==> config.mk <==
export PLATFORM = sky130hd
export DESIGN_NAME = multicycle_ctrl
export DESIGN_NICKNAME = d
export VERILOG_FILES = /design/src/rtl/multicycle_ctrl.sv
export SDC_FILE = /design/constraint.sdc
export NUM_CORES = 1
export LEC_CHECK = 0
export CAP_MARGIN = 0
export CORE_UTILIZATION = 32
export DETAILED_ROUTE_END_ITERATION = 10
export PLACE_DENSITY = 0.95
export SYNTH_ARGS = -nofsm -noshare
export SYNTH_HDL_FRONTEND = slang
export SYNTH_SLANG_ARGS = --single-unit
==> constraint.sdc <==
create_clock -name clk -period 2.6 [get_ports clk]
set_input_delay 0.52 -clock clk [delete_from_list [all_inputs] [get_ports clk]]
set_output_delay 0.52 -clock clk [all_outputs]
set_load 0.1 [all_outputs]
==> src/rtl/multicycle_ctrl.sv <==
// Multicycle RV32-subset controller: FETCH/DECODE/EXEC/MEM/WB sequencing with a memory-wait timeout.
// Define PERF_CNT_EN to build the cycle/instruction performance counters; otherwise they read 0.
package multicycle_ctrl_pkg;
   typedef enum logic [2:0] {
      ST_IDLE   = 3'd0,
      ST_FETCH  = 3'd1,
      ST_DECODE = 3'd2,
      ST_EXEC   = 3'd3,
      ST_MEM    = 3'd4,
      ST_WB     = 3'd5,
      ST_ERR    = 3'd6
   } state_e;

   localparam logic [2:0] IMM_I = 3'd0;
   localparam logic [2:0] IMM_S = 3'd1;
   localparam logic [2:0] IMM_B = 3'd2;
   localparam logic [2:0] IMM_J = 3'd3;
   localparam logic [2:0] IMM_R = 3'd4;

   localparam logic [6:0] OP_LW   = 7'h03;
   localparam logic [6:0] OP_ADDI = 7'h13;
   localparam logic [6:0] OP_SW   = 7'h23;
   localparam logic [6:0] OP_ADD  = 7'h33;
   localparam logic [6:0] OP_BEQ  = 7'h63;
   localparam logic [6:0] OP_JAL  = 7'h6F;
endpackage

module multicycle_ctrl
   import multicycle_ctrl_pkg::*;
#(
   parameter int WAIT_MAX = 15
) (
   input  logic        clk,
   input  logic        rst,
   input  logic        run,
   input  logic [31:0] inst,
   input  logic        zero,
   input  logic        mem_ready,
   output logic [2:0]  state,
   output logic        mem_req,
   output logic        mem_we,
   output logic        iord,
   output logic        ir_w_en,
   output logic        pc_w_en,
   output logic        pc_src,
   output logic        alu_src1_is_pc,
   output logic [1:0]  alu_src2_sel,
   output logic        alu_op,
   output logic [2:0]  imm_type,
   output logic        reg_w_en,
   output logic        mem_to_reg,
   output logic        retire,
   output logic        err,
   output logic [31:0] cycle_cnt,
   output logic [31:0] inst_cnt
);
   localparam int WW = $clog2(WAIT_MAX + 1);

   state_e        state_q, state_d, retire_next;
   logic [WW-1:0] wait_q, wait_d;
   logic [6:0]    opcode;
   logic          mem_wait_state;
   logic          timeout;
   logic          unused_inst_bits;

   assign opcode           = inst[6:0];
   // Operand and immediate fields are consumed by the datapath, not the controller.
   assign unused_inst_bits = ^inst[31:7];
   assign mem_wait_state   = (state_q == ST_FETCH) || (state_q == ST_MEM);
   assign timeout          = mem_wait_state && !mem_ready && (wait_q == WW'(WAIT_MAX - 1));
   assign retire_next      = run ? ST_FETCH : ST_IDLE;

   always_comb begin
      wait_d = '0;
      if (mem_wait_state && !mem_ready && !timeout) wait_d = wait_q + WW'(1);
   end

   always_comb begin
      unique case (opcode)
         OP_LW, OP_ADDI: imm_type = IMM_I;
         OP_SW:          imm_type = IMM_S;
         OP_BEQ:         imm_type = IMM_B;
         OP_JAL:         imm_type = IMM_J;
         default:        imm_type = IMM_R;
      endcase
   end

   // NOTE: every output gets a default before the case so no path can infer a latch.
   always_comb begin
      state_d        = state_q;
      mem_req        = 1'b0;
      mem_we         = 1'b0;
      iord           = 1'b0;
      ir_w_en        = 1'b0;
      pc_w_en        = 1'b0;
      pc_src         = 1'b0;
      alu_src1_is_pc = 1'b0;
      alu_src2_sel   = 2'b00;
      alu_op         = 1'b0;
      reg_w_en       = 1'b0;
      mem_to_reg     = 1'b0;
      retire         = 1'b0;
      err            = 1'b0;
      unique case (state_q)
         ST_IDLE: if (run) state_d = ST_FETCH;
         ST_FETCH: begin
            if (timeout) begin
               state_d = ST_ERR;
            end else begin
               mem_req        = 1'b1;
               alu_src1_is_pc = 1'b1;
               alu_src2_sel   = 2'b10;
               if (mem_ready) begin
                  ir_w_en = 1'b1;
                  pc_w_en = 1'b1;
                  state_d = ST_DECODE;
               end
            end
         end
         ST_DECODE: begin
            if (opcode inside {OP_LW, OP_ADDI, OP_SW, OP_ADD, OP_BEQ, OP_JAL}) state_d = ST_EXEC;
            else state_d = ST_ERR;
         end
         ST_EXEC: begin
            case (opcode)
               OP_ADD:  state_d = ST_WB;
               OP_ADDI: begin
                  alu_src2_sel = 2'b01;
                  state_d      = ST_WB;
               end
               OP_LW, OP_SW: begin
                  alu_src2_sel = 2'b01;
                  state_d      = ST_MEM;
               end
               OP_BEQ: begin
                  alu_op  = 1'b1;
                  pc_w_en = zero;
                  pc_src  = 1'b1;
                  retire  = 1'b1;
                  state_d = retire_next;
               end
               OP_JAL: begin
                  alu_src1_is_pc = 1'b1;
                  alu_src2_sel   = 2'b10;
                  reg_w_en       = 1'b1;
                  pc_w_en        = 1'b1;
                  pc_src         = 1'b1;
                  retire         = 1'b1;
                  state_d        = retire_next;
               end
               default: state_d = ST_ERR;
            endcase
         end
         ST_MEM: begin
            if (timeout) begin
               state_d = ST_ERR;
            end else begin
               mem_req = 1'b1;
               iord    = 1'b1;
               mem_we  = (opcode == OP_SW);
               if (mem_ready) begin
                  if (opcode == OP_SW) begin
                     retire  = 1'b1;
                     state_d = retire_next;
                  end else begin
                     state_d = ST_WB;
                  end
               end
            end
         end
         ST_WB: begin
            reg_w_en   = 1'b1;
            mem_to_reg = (opcode == OP_LW);
            retire     = 1'b1;
            state_d    = retire_next;
         end
         ST_ERR:  err = 1'b1;
         default: state_d = ST_ERR;
      endcase
   end

   // NOTE: sequential state uses non-blocking assignments so all flops update together.
   always_ff @(posedge clk or posedge rst) begin
      if (rst) begin
         state_q <= ST_IDLE;
         wait_q  <= '0;
      end else begin
         state_q <= state_d;
         wait_q  <= wait_d;
      end
   end

   assign state = state_q;

`ifdef PERF_CNT_EN
   logic [31:0] cycle_cnt_q, cycle_cnt_d, inst_cnt_q, inst_cnt_d;

   always_comb begin
      cycle_cnt_d = cycle_cnt_q;
      inst_cnt_d  = inst_cnt_q;
      if (state_q inside {ST_FETCH, ST_DECODE, ST_EXEC, ST_MEM, ST_WB}) cycle_cnt_d = cycle_cnt_q + 32'd1;
      if (retire) inst_cnt_d = inst_cnt_q + 32'd1;
   end

   always_ff @(posedge clk or posedge rst) begin
      if (rst) begin
         cycle_cnt_q <= '0;
         inst_cnt_q  <= '0;
      end else begin
         cycle_cnt_q <= cycle_cnt_d;
         inst_cnt_q  <= inst_cnt_d;
      end
   end

   assign cycle_cnt = cycle_cnt_q;
   assign inst_cnt  = inst_cnt_q;
`else
   assign cycle_cnt = '0;
   assign inst_cnt  = '0;
`endif
endmodule

## Yosys cells after proc, flatten, opt, wreduce, memory -nomap -nowiden

Index checks and enable logic that the tools add are counted.

- Add/subtract/negate cells: 1
- Eq/ne operators: 16
- Mux-type cells: 38
- Bitwise logic cells: 1
- Reductions and logical operators: 15

Operator list:

| operator | count |
|---|---|
| 3-bit 2-to-1 mux | 7 |
| 3-bit case mux with 7 select lines | 1 |
| 1-bit 2-to-1 mux | 19 |
| 7-bit by 6-bit == test with 1-bit output (second input constant) | 2 |
| 7-bit == test (second input constant) | 2 |
| 3-bit case mux with 4 select lines | 1 |
| 2-bit OR reduction | 5 |
| 3-bit == test (second input constant) | 3 |
| 3-bit case mux with 3 select lines | 1 |
| 1-bit case mux with 2 select lines | 4 |
| 2-bit case mux with 2 select lines | 2 |
| 7-bit by 2-bit == test with 1-bit output (second input constant) | 1 |
| 7-bit by 5-bit == test with 1-bit output (second input constant) | 1 |
| 3-bit by 2-bit == test with 1-bit output (second input constant) | 2 |
| 3-bit inequality test (second input constant) | 2 |
| 6-bit nonzero test | 1 |
| 4-bit by 1-bit adder with 4-bit output (second input constant) | 1 |
| 4-bit == test (second input constant) | 1 |
| 4-bit 2-to-1 mux | 1 |
| 4-bit AND reduction | 1 |
| 3-bit by 1-bit == test with 1-bit output (second input constant) | 1 |
| 1-bit logical AND | 3 |
| 3-bit logical NOT | 1 |
| 1-bit case mux with 3 select lines | 1 |
| 6 further kinds | 7 |

- Register bits after elaboration: 7
- Input port bits: 37
- Output and inout port bits: 84
- Logic and storage cells: 73

## Depth between registers and ports, before layout

Gate-level depths: netlist of run 1.

- Word-level depth: 7
- Depth in mapped cells: 6
- Mapped depth without buffers: 6

## Worst setup path after synthesis of run 1

Ideal clock, no wire load.

- Path kind: register to output
- Start: register state_q[2], in the netlist state[2]
- End: output port mem_we
- Arrival time: 4.958 ns
- Data required time: 2.080 ns
- Path slack: -2.878 ns
- Stages on the path, launching flop included: 4
- Path buffers: 0
- Path through: dfrtp_1 > nand2b_1 > nor3_1 > nor2b_1

- Longest elaborated chain between the ends: 6
- Elaborated cells between the ends (all ways): 7
- Classes of those cells: 2 x eq/ne; 2 x mux; 3 x reduce/logical

RTL lines:

| element | RTL line | RTL |
|---|---|---|
| start, declared | 59 | `state_e state_q, state_d, retire_next;` |
| start signal, assigned | 188 | `state_q <= state_d;` |
| 3-bit by 1-bit == test with 1-bit output / 3-bit == test (equally long branches) | 69, 104 |  |
| 1-bit logical OR | 69 | `assign mem_wait_state = (state_q == ST_FETCH) \|\| (state_q == ST_MEM);` |
| 1-bit logical AND (2 in series) | 70 | `assign timeout = mem_wait_state && !mem_ready && (wait_q == WW'(WAIT_MAX - 1));` |
| 1-bit 2-to-1 mux | 155 | `if (timeout) begin` |
| 1-bit 2-to-1 mux * | 104 | `unique case (state_q)` |
| end, declared | 41 | `output logic mem_we,` |

Every way passes the cells marked *; elsewhere a longest branch is shown, timed or not.

## Worst setup path in the final report of run 1

- Start: input port inst[5]
- End: output port alu_src1_is_pc

- Longest elaborated chain between the ends: 3

RTL lines:

| element | RTL line | RTL |
|---|---|---|
| start, declared | 36 | `input logic [31:0] inst,` |
| 7-bit == test | 125 | `case (opcode)` |
| 1-bit 2-to-1 mux | 125 |  |
| 1-bit case mux with 2 select lines | 104 |  |
| end, declared | 46 | `output logic alu_src1_is_pc,` |

Every way passes these cells.

==> summary.md, run 1 <==
| Metric | Value |
|---|---|
| Largest family of logic cells by synthesized area | `buffers and inverters` |
| HP Class | `reg2reg` |
| CTS tree | `done` |
| Ant. Diodes | `0` |
| CP max stage cell | `clkdlybuf4s50_1` |
| Worst R2R Start | `wait_q[0]` |
| Routed WL | `2.640 mm` |
| CP endpoint kind | `output pin` |
| Count leader, synth | `buf_4` |
| Leak | `0.7936 nW` |
| Hold Path Origin | `wait_q[0]` |
| First-pass GRT wire length | `4.084 mm` |
| R2R Setup Slk | `0.94 ns` |
| Share of the synthesized area in the top cell type | `0.4167` |
| Cell taking the most area after synthesis | `buf_4` |
| CTS clock-pin slew for the worst setup and hold paths | `0.05 ns` |
| Fillers | `roughly 310` |
| Worst path required time | `2.08 ns` |
| Crit-path most repeated cell | `buf_4` |
| Mux contribution to synthesized area | `0` |
| Vias per cell | `4.166` |
| Pre-antenna DRT Iters | `4` |
| Total Power | `0.001994 W` |
| Critical path data arrival time | `2.00 ns` |
| Clock sink count | `7` |
| Seq/Total Area, Yosys | `0.1496` |
| Tot GR Track Use | `0.1306` |
| Clk buf depth | `2` |
| Largest net degree at the start of global routing | `16` |
| Hold Vio Cnt, Final | `0` |
| Final worst path period share | `0.9690` |
| Core Footprint | `between 3000 and 4000 sq um` |
| Setup CP Type | `in2out` |
| Number of global-route vias before repair | `890` |
| # rows | `21` |
| Share of cells above drive strength 1 | `0.3682` |
| Reg area | `186.4 sq um` |
| Post-CTS Setup Bufs | `0` |
| Synthesized area | `1171 sq um` |
| Worst VDD drop | `0.3950 mV` |
| Crit-path leading delay family | `buffers and inverters` |
| GP Congestion | `0.8311` |
| Critical path depth in cells | `7` |
| Synth Area in Adders | `0.02137` |
| Main flop type after synthesis | `dfrtp_1` |
| Post-Layout Inst Area | `between 1500 and 2000 sq um` |
| Avg Cell Area, Syn | `7.705 sq um` |
| Clk_skew | `0.001076 ns` |
| Worst path cell trace | `clkdlybuf4s50_1 -> and4b_1 -> buf_4 -> nand4_1 -> buf_4 -> a21oi_4 -> buf_12` |
| Antenna violations before repair | `0` |
| DRC Markers | `0` |
| Post-synth cell types | `39` |
| Buffers on Ports | `31` |
| Antenna Nets Post-Route | `0` |
| Max cap viols | `0` |
| Pwr Density | `between 1000 and 1500 nW/um^2` |
| Setup crit start kind | `input pin` |
| Post-Syn Instances | `152` |
| Avg WL per Cell | `10.69 um` |
| CP max stage delay | `0.47 ns` |
| Leading post-synthesis cells by cell area | `buf_4, dfrtp_1, nor2_1` |
| Post-synth EDFFs | `0` |
| Area grow syn2layout | `50.00%` |
| Crit path to | `alu_src1_is_pc` |
| Fin nets | `around 240` |
| Outcome | `complete, no violations` |
| Total number of vias | `1029` |
| Worst-skew pair later-pin latency | `between 0.2 and 0.3 ns` |
| Die span in x | `62.50 um` |
| Hold slack | `0.4833 ns` |
| XOR/XNOR share of the synthesized area | `0.02244` |
| R2R Path End | `state[1]` |
| Synth top cells by count | `buf_4, nor2_1, dfrtp_1, nand2b_1` |
| Compound-gate portion of the synthesized area | `0.1442` |
| Total grt overflow | `0` |
| Worst Setup SP | `inst[5]` |
| Max Fclk | `396.9 MHz` |
| FF+latch count, synth | `7` |
| Die Y | `around 62 um` |
| RSZ-0062 raised after global routing | `false` |
| Simple-gate portion of the synthesized area | `0.2265` |
| Area occupied by multi-input gates | `888.4 sq um` |
| Crit path buffers/inverters | `4` |
| H-tree depth | `1` |
| Placed Area | `1705 sq um` |
| I/O pin cnt | `121` |
| Slew Limit Fails | `0` |
| Clock buffer count from CTS | `3` |
| Critical Path Fanout Max | `4` |
| Final min period | `2.519 ns` |
| Ys Warns | `0` |
| DP HPWL | `2.245 mm` |
| Initial Util | `0.3429` |
| Initial DRC count | `39` |
| Reg2Reg Depth | `6` |
| # setup viols final | `0` |
| Ys async rst share | `1.000` |
| Die Area | `3906 sq um` |
| CTS Root Cell | `clkbuf_4` |
==> layout by cell type (no fill, tap or decap), types with 3 or more instances in the layout <==
| master | n |
|---|---|
| buf_12 | 16 |
| buf_4 | 21 |
| clkbuf_4 | 3 |
| clkdlybuf4s50_1 | 10 |
| conb_1 | 64 |
| dfrtp_1 | 4 |
| dfrtp_4 | 3 |
| inv_1 | 3 |
| nand2_1 | 5 |
| nand2b_1 | 5 |
| nor2_1 | 8 |
| nor2_4 | 3 |
| nor3_4 | 3 |
==> kinds of logic after synthesis <==
kind of cell / Yosys count
AO/OA/AOI/OAI: 22
XOR/XNOR: 3
adder cells (fa/ha/maj): 2
buffers and inverters: 69
flip-flops: 7
other: 1
AND/OR/NAND/NOR: 48
==> power breakdown <==
group | leakage (nW) | total (W) | internal (W) | switching [W]
clock network | 0.0150 | 0.0000958 | 0.0000584 | 0.0000374
registers | 0.0883 | 0.000245 | 0.000157 | 0.0000881
logic | 0.690 | 0.00165 | 0.000430 | 0.00122
total | 0.794 | 0.00199 | 0.000645 | 0.00135
==> per-layer routing <==
layer  vias up  track usage  share of wire
li1        488            -              -
met1       466       0.1462           0.37
met2        71       0.2364           0.54
met3         4      0.01642          0.074
met4         0      0.07267          0.017
met5         -            0              0
==> area by class of cell <==
cell class              count  area share
clock buffers               4     0.01496
flip-flops and latches      7      0.1061
multi-input cells         139      0.5057
repair buffers             48      0.3340
inverters                   3    0.006410
well taps                  46     0.03276
==> through the flow <==
step,TNS (ns),std cells,utilization,setup slack (ns)
floorplan,-0.3717,215,-,-0.2546
global placement,0,243,0.4993,0.005197
detailed placement,-0.04828,243,0.4993,-0.02559
CTS,0,247,0.5073,0.03622
global route,0,247,0.5143,0.01032
finish,0,247,0.5143,0.08057
==> state kept, by name, summed over array words and instances, names as in the netlist <==
signal	count
wait_q	4
state	3
==> worst min path at each step <==
stage	end	slack [ns]	cells after the start
after global routing	wait_q[0]	0.52	2
after detailed placement	wait_q[0]	0.48	1
after global placement	wait_q[0]	0.47	1
after CTS	wait_q[0]	0.49	1
after floorplan	wait_q[0]	0.32	1
final	wait_q[0]	0.48	1
==> what timing repair did <==
action / in CTS / in global routing
setup endpoints to repair: 4 / 5
hold buffers: 0 / 0
endpoints found under the hold margin: 0 / 0
pin swaps: 0 / 3
gates resized for setup: 2 / 5
(Power assumes the default switching activity.)
==> run 2: changes to the inputs <==
--- a/config.mk
+++ b/config.mk
@@ -6,9 +6,9 @@
 export NUM_CORES = 1
 export LEC_CHECK = 0
 export CAP_MARGIN = 0
-export CORE_UTILIZATION = 32
+export CORE_UTILIZATION = 26
 export DETAILED_ROUTE_END_ITERATION = 10
-export PLACE_DENSITY = 0.95
+export PLACE_DENSITY = 0.85
 export SYNTH_ARGS = -nofsm -noshare
 export SYNTH_HDL_FRONTEND = slang
 export SYNTH_SLANG_ARGS = --single-unit
==> constraint.sdc (replaced) <==
create_clock -name clk -period 2.24 [get_ports clk]
set_input_delay 0.448 -clock clk [delete_from_list [all_inputs] [get_ports clk]]
set_output_delay 0.448 -clock clk [all_outputs]
set_load 0.1 [all_outputs]
==> summary.md, run 2 (same netlist as run 1, synthesis figures left out) <==
| Metric | Value |
|---|---|
| Setup TNS | `0 ns (unchanged)` |
| Biggest register | `wait_q` |
| CTS Hold Bufs | `0 (unchanged)` |
| CP endpoint kind | `output pin` |
| Final worst path period share | `0.9798` |
| Critical path data arrival time | `1.75 ns (-0.25 ns)` |
| Pwr Density | `1295 nW/um^2 (+14%)` |
| Routed WL | `2.815 mm (+6.6%)` |
| Buffers on Ports | `31 (unchanged)` |
| Setup CP Type | `in2out` |
| Die span in x | `69.12 um (+11%)` |
| Ant. Diodes | `0 (unchanged)` |
| I/O pin cnt | `121 (unchanged)` |
| # setup viols final | `0 (unchanged)` |
| Largest net degree at the start of global routing | `16 (unchanged)` |
| Total number of vias | `1099 (+6.8%)` |
| Cell count after placement | `256 (+5.3%)` |
| Outcome | `complete, no violations` |
| Antenna violations before repair | `0 (unchanged)` |
| Leak | `0.8775 nW (+11%)` |
| Initial DRC count | `65 (+67%)` |
| Worst path required time | `1.79 ns (-0.29 ns)` |
| Setup crit start kind | `input pin` |
| Max Fclk | `455.6 MHz` |
| Slew Limit Fails | `0 (unchanged)` |
| Total grt overflow | `0 (unchanged)` |
| CTS clock-pin slew for the worst setup and hold paths | `0.04 ns (about the same)` |
| Largest register FFs | `4 (unchanged)` |
| Clk_skew | `0.0006239 ns (-0.0004521 ns)` |
| Final min period | `2.195 ns` |
| Hold slack | `0.4524 ns (-0.03089 ns)` |
| Antenna Nets Post-Route | `0 (unchanged)` |
| Hold Vio Cnt, Final | `0 (unchanged)` |
| Fin nets | `252 (+4.6%)` |
| Die Y | `69.12 um (+11%)` |
| Die Area | `4777 sq um (+22%)` |
| Share of cells above drive strength 1 | `0.4292 (+0.06109)` |
| Core Footprint | `4354 sq um (+27%)` |
| Worst-skew pair later-pin latency | `0.22 ns (-0.03 ns)` |
| Tot GR Track Use | `0.1093 (-0.02128)` |
| CTS Root Cell | `clkbuf_8` |
| Avg WL per Cell | `10.66 um (-0.24%)` |
| CTS tree | `done` |
| Initial Util | `0.2690 (-0.07389)` |
| Total Power | `0.002457 W (+23%)` |
| Clock sink count | `7 (unchanged)` |
| Clk buf depth | `2 (unchanged)` |
| Max cap viols | `0 (unchanged)` |
| First-pass GRT wire length | `4.291 mm (+5.1%)` |
| DRC Markers | `0 (unchanged)` |
| DP HPWL | `2.234 mm (-0.49%)` |
| Critical Path Fanout Max | `3 (-1)` |
| Clock buffer count from CTS | `3 (unchanged)` |
| Worst VDD drop | `0.5608 mV (+42%)` |
| Area grow syn2layout | `62.07%` |
| Final core occ | `0.4359 (-0.07837)` |
| Pre-antenna DRT Iters | `4 (unchanged)` |
| Most common cell after layout, fill and taps aside | `conb_1` |
| R2R Setup Slk | `0.52 ns (-0.42 ns)` |
| H-tree depth | `1 (unchanged)` |
| RSZ-0062 raised after global routing | `true` |
| GP Congestion | `0.7982 (-4.0%)` |
| HP Class | `in2async` |
| Vias per cell | `4.163 (about the same)` |
| Non-Filler Instances | `264 (+6.9%)` |
| # rows | `24 (+14%)` |
| Most frequent cells in the layout | `conb_1, buf_4, buf_12` |
| Number of global-route vias before repair | `943 (+6.0%)` |
run 2: cell types whose count changed in the layout (fill, tap and decap cells not counted), moves of 3 or more:
cell             previous run  this run
buf_4                      21        30
clkdlybuf4s50_1            10         3
dlygate4sd2_1               1         8
clkbuf_4                    3         0
clkbuf_8                    0         3
run 2: through the flow:
step,cell area [sq um],setup slack (ns)
after floorplan,1577,-0.5426
after global placement,1799,-0.2153
after detailed placement,1799,-0.2260
after CTS,1867,0.006497
after global routing,1898,-0.02281
final,1898,0.04529
run 2: cell type report:
class / count / area, sq um
Sequential cell: 7 / 186.4
Tap cell: 52 / 65.06
Timing Repair Buffer: 59 / 676.9
Fill cell: 409 / 2456
Multi-Input combinational cell: 139 / 913.4
Inverter: 3 / 11.26
Clock buffer: 4 / 45.04
run 2: critical path, stage by stage:
cell,delay [ns]
dlygate4sd2_1,0.24
and4b_2,0.31
buf_6,0.11
nand4_1,0.10
buf_4,0.18
a21oi_4,0.16
buf_12,0.19
run 2: path summary, 6_finish.rpt:
check | to | start | depth (start not counted)
worst max-delay path | alu_src1_is_pc | inst[4] | 7
worst min-delay path | wait_q[1] | rst | 2
worst max register to register | state[1] | wait_q[0] | 7
worst min register to register | wait_q[3] | wait_q[3] | 2
max in group asynchronous | state[0] | rst | 2
min in group clk | wait_q[3] | wait_q[3] | 2
run 2: layer usage:
layer | routed length [um] | vias to the layer above | GRT usage
li1 | - | 507 | -
met1 | 1044 | 524 | 0.1194
met2 | 1564 | 66 | 0.2093
met3 | 195 | 2 | 0.02339
met4 | 10 | 0 | 0.02948
met5 | 0 | - | 0
run 2: power by group:
group / internal [W] / leakage [nW] / total, W / switching, W
sequential: 0.000182 / 0.0883 / 0.000300 / 0.000118
combinational: 0.000548 / 0.766 / 0.00198 / 0.00144
clock: 0.000123 / 0.0228 / 0.000172 / 0.0000494
total: 0.000853 / 0.878 / 0.00246 / 0.00160
run 2: timing repair:
| action | in CTS | in global routing |
|---|---|---|
| pin swaps | 8 | 2 |
| resized for setup | 13 | 6 |
| buffers inserted | 2 | 2 |
| setup endpoints to repair | 14 | 9 |
| gates cloned | 0 | 0 |
==> run 3: changes to the inputs <==
--- a/config.mk
+++ b/config.mk
@@ -8,7 +8,8 @@
 export CAP_MARGIN = 0
 export CORE_UTILIZATION = 26
 export DETAILED_ROUTE_END_ITERATION = 10
-export PLACE_DENSITY = 0.85
+export PLACE_DENSITY = 0.77
+export SLEW_MARGIN = 5
 export SYNTH_ARGS = -nofsm -noshare
 export SYNTH_HDL_FRONTEND = slang
 export SYNTH_SLANG_ARGS = --single-unit
==> summary.md, run 3 (same netlist as run 1, synthesis figures left out) <==
| Metric | Value |
|---|---|
| Avg WL per Cell | `9.806 um (-8.0%)` |
| Antenna violations before repair | `0 (unchanged)` |
| Max cap viols | `0 (unchanged)` |
| Critical Path Fanout Max | `11 (+8)` |
| Sw Ratio | `0.6563 (+0.003215)` |
| Initial Util | `0.2690 (unchanged)` |
| Switching pwr | `0.001583 W (-1.4%)` |
| Buffers on Ports | `31 (unchanged)` |
| # rows | `24 (unchanged)` |
| RSZ-0062 raised after global routing | `false` |
| HP Class | `in2async` |
| Int Pwr | `0.0008290 W (-2.8%)` |
| Share of cells above drive strength 1 | `0.3932 (-0.03604)` |
| Vias per cell | `4.081 (-2.0%)` |
| Hold Vio Cnt, Final | `0 (unchanged)` |
| R2R Setup Slk | `0.54 ns (+0.02 ns)` |
| I/O pin cnt | `121 (unchanged)` |
| CTS Hold Bufs | `0 (unchanged)` |
| Outcome | `complete, no violations` |
| Die Area | `4777 sq um (unchanged)` |
| Routed WL | `2.530 mm (-10%)` |
| Initial DRC count | `56 (-14%)` |
| Ant. Diodes | `0 (unchanged)` |
| Largest register FFs | `4 (unchanged)` |
| Reg area | `186.4 sq um (unchanged)` |
| Clock power frac | `0.074 (+0.004)` |
| CP endpoint kind | `output pin` |
| Setup CP Type | `reg2out` |
| Cell count after placement | `253 (-1.2%)` |
| Most frequent cells in the layout | `conb_1, buf_4, buf_12` |
| CTS tree | `done` |
| Setup crit start kind | `flip-flop` |
| Final min period | `2.155 ns (-0.04019 ns)` |
| Comb pwr share | `0.805 (-0.003)` |
| Non-Filler Instances | `258 (-2.3%)` |
| Clk buf depth | `2 (unchanged)` |
| First-pass GRT wire length | `4.284 mm (-0.16%)` |
| Antenna Nets Post-Route | `0 (unchanged)` |
| Setup slack after layout | `0.08548 ns (+0.04019 ns)` |
| Biggest register | `wait_q` |
| DRC Markers | `0 (unchanged)` |
| Clock buffer count from CTS | `3 (unchanged)` |
| Worst-skew pair later-pin latency | `0.23 ns (about the same)` |
| Worst path required time | `1.79 ns (about the same)` |
| Die Y | `69.12 um (unchanged)` |
| # setup viols final | `0 (unchanged)` |
| Total number of vias | `1053 (-4.2%)` |
| Worst VDD drop | `0.5833 mV (+4.0%)` |
| Die span in x | `69.12 um (unchanged)` |
| GP Congestion | `0.7707 (-3.4%)` |
| CTS Root Cell | `clkbuf_8` |
| Pwr Density | `1304 nW/um^2 (+0.74%)` |
| Area occupied by multi-input gates | `900.9 sq um (-1.4%)` |
| Core Footprint | `4354 sq um (unchanged)` |
| Fin nets | `246 (-2.4%)` |
| Largest net degree at the start of global routing | `16 (unchanged)` |
| H-tree depth | `1 (unchanged)` |
| Final worst path period share | `0.9618 (-0.01794)` |
| DP HPWL | `2.068 mm (-7.4%)` |
| Critical path data arrival time | `1.71 ns (-0.04 ns)` |
| Pre-antenna DRT Iters | `4 (unchanged)` |
| Total grt overflow | `0 (unchanged)` |
| Clock sink count | `7 (unchanged)` |
| Area grow syn2layout | `57.91%` |
| Most common cell after layout, fill and taps aside | `conb_1` |
| Reg2Reg Depth | `7 (unchanged)` |
| Fillers | `426 (+4.2%)` |
| Total Power | `0.002412 W (-1.8%)` |
| Reg power frac | `0.121 (about the same)` |
| Leak | `0.8468 nW (-3.5%)` |
| Slew Limit Fails | `0 (unchanged)` |
| Pre-CTS setup slack | `-0.2339 ns (-0.007850 ns)` |
| CTS clock-pin slew for the worst setup and hold paths | `0.04 ns (about the same)` |
| Tot GR Track Use | `0.1056 (-0.003750)` |
| Number of global-route vias before repair | `962 (+2.0%)` |
| Max Fclk | `464.1 MHz (+1.9%)` |
| Clk_skew | `0.0006811 ns (+0.00005721 ns)` |
[run 3: power groups by stage]
stage	Combinational (W)	Clock [W]	Sequential [W]
2_1_floorplan	0.00143	0	0.000419
3_3_place_gp	0.00193	0	0.000284
3_5_place_dp	0.00194	0	0.000289
4_1_cts	0.00194	0.000178	0.000288
5_1_grt	0.00201	0.000182	0.000304
6_report	0.00194	0.000178	0.000291
[run 3: critical path, cell delays in order, from the launching register on]
cell	delay, ns
dfrtp_4	0.53
nand3b_1	0.20
or2_4	0.32
nor3_4	0.22
buf_12	0.20
[run 3: cell type report]
| type | instances | share of cell area |
|---|---|---|
| Sequential cell | 7 | 0.1008 |
| Multi-Input combinational cell | 139 | 0.4871 |
| Timing Repair Buffer | 53 | 0.3464 |
| Tap cell | 52 | 0.03518 |
| Clock buffer | 4 | 0.02436 |
| Inverter | 3 | 0.006089 |
[run 3: through the flow]
step / util / hold slack [ns] / setup TNS, ns / instance area, sq um
2_1_floorplan: - / 0.2515 / -2.170 / 1577
3_3_place_gp: 0.4080 / 0.4769 / -1.561 / 1777
3_5_place_dp: 0.4080 / 0.4797 / -1.675 / 1777
4_1_cts: 0.4236 / 0.4542 / 0 / 1844
5_1_grt: 0.4247 / 0.5109 / 0 / 1849
6_report: 0.4247 / 0.4468 / 0 / 1849
[run 3: worst paths after layout]
| check | from | endpoint |
|---|---|---|
| max | state[2] | alu_op |
| min | rst | state[1] |
| max reg2reg | wait_q[0] | state[1] |
| min reg2reg | wait_q[0] | wait_q[0] |
| max in group asynchronous | rst | state[2] |
| min in group clk | wait_q[0] | wait_q[0] |
[run 3: layer usage]
layer / track usage / vias to the layer above / wire length (um)
li1: - / 497 / -
met5: 0 / - / 0
met3: 0.02047 / 4 / 215
met2: 0.1974 / 68 / 1341
met1: 0.1165 / 484 / 952
met4: 0.03855 / 0 / 21
[run 3: repair_timing]
item / 4_1_cts / 5_1_grt
gates resized for setup: 15 / 2
setup buffers: 1 / 0
endpoints found under the setup margin: 13 / 6
pin swaps: 7 / 3
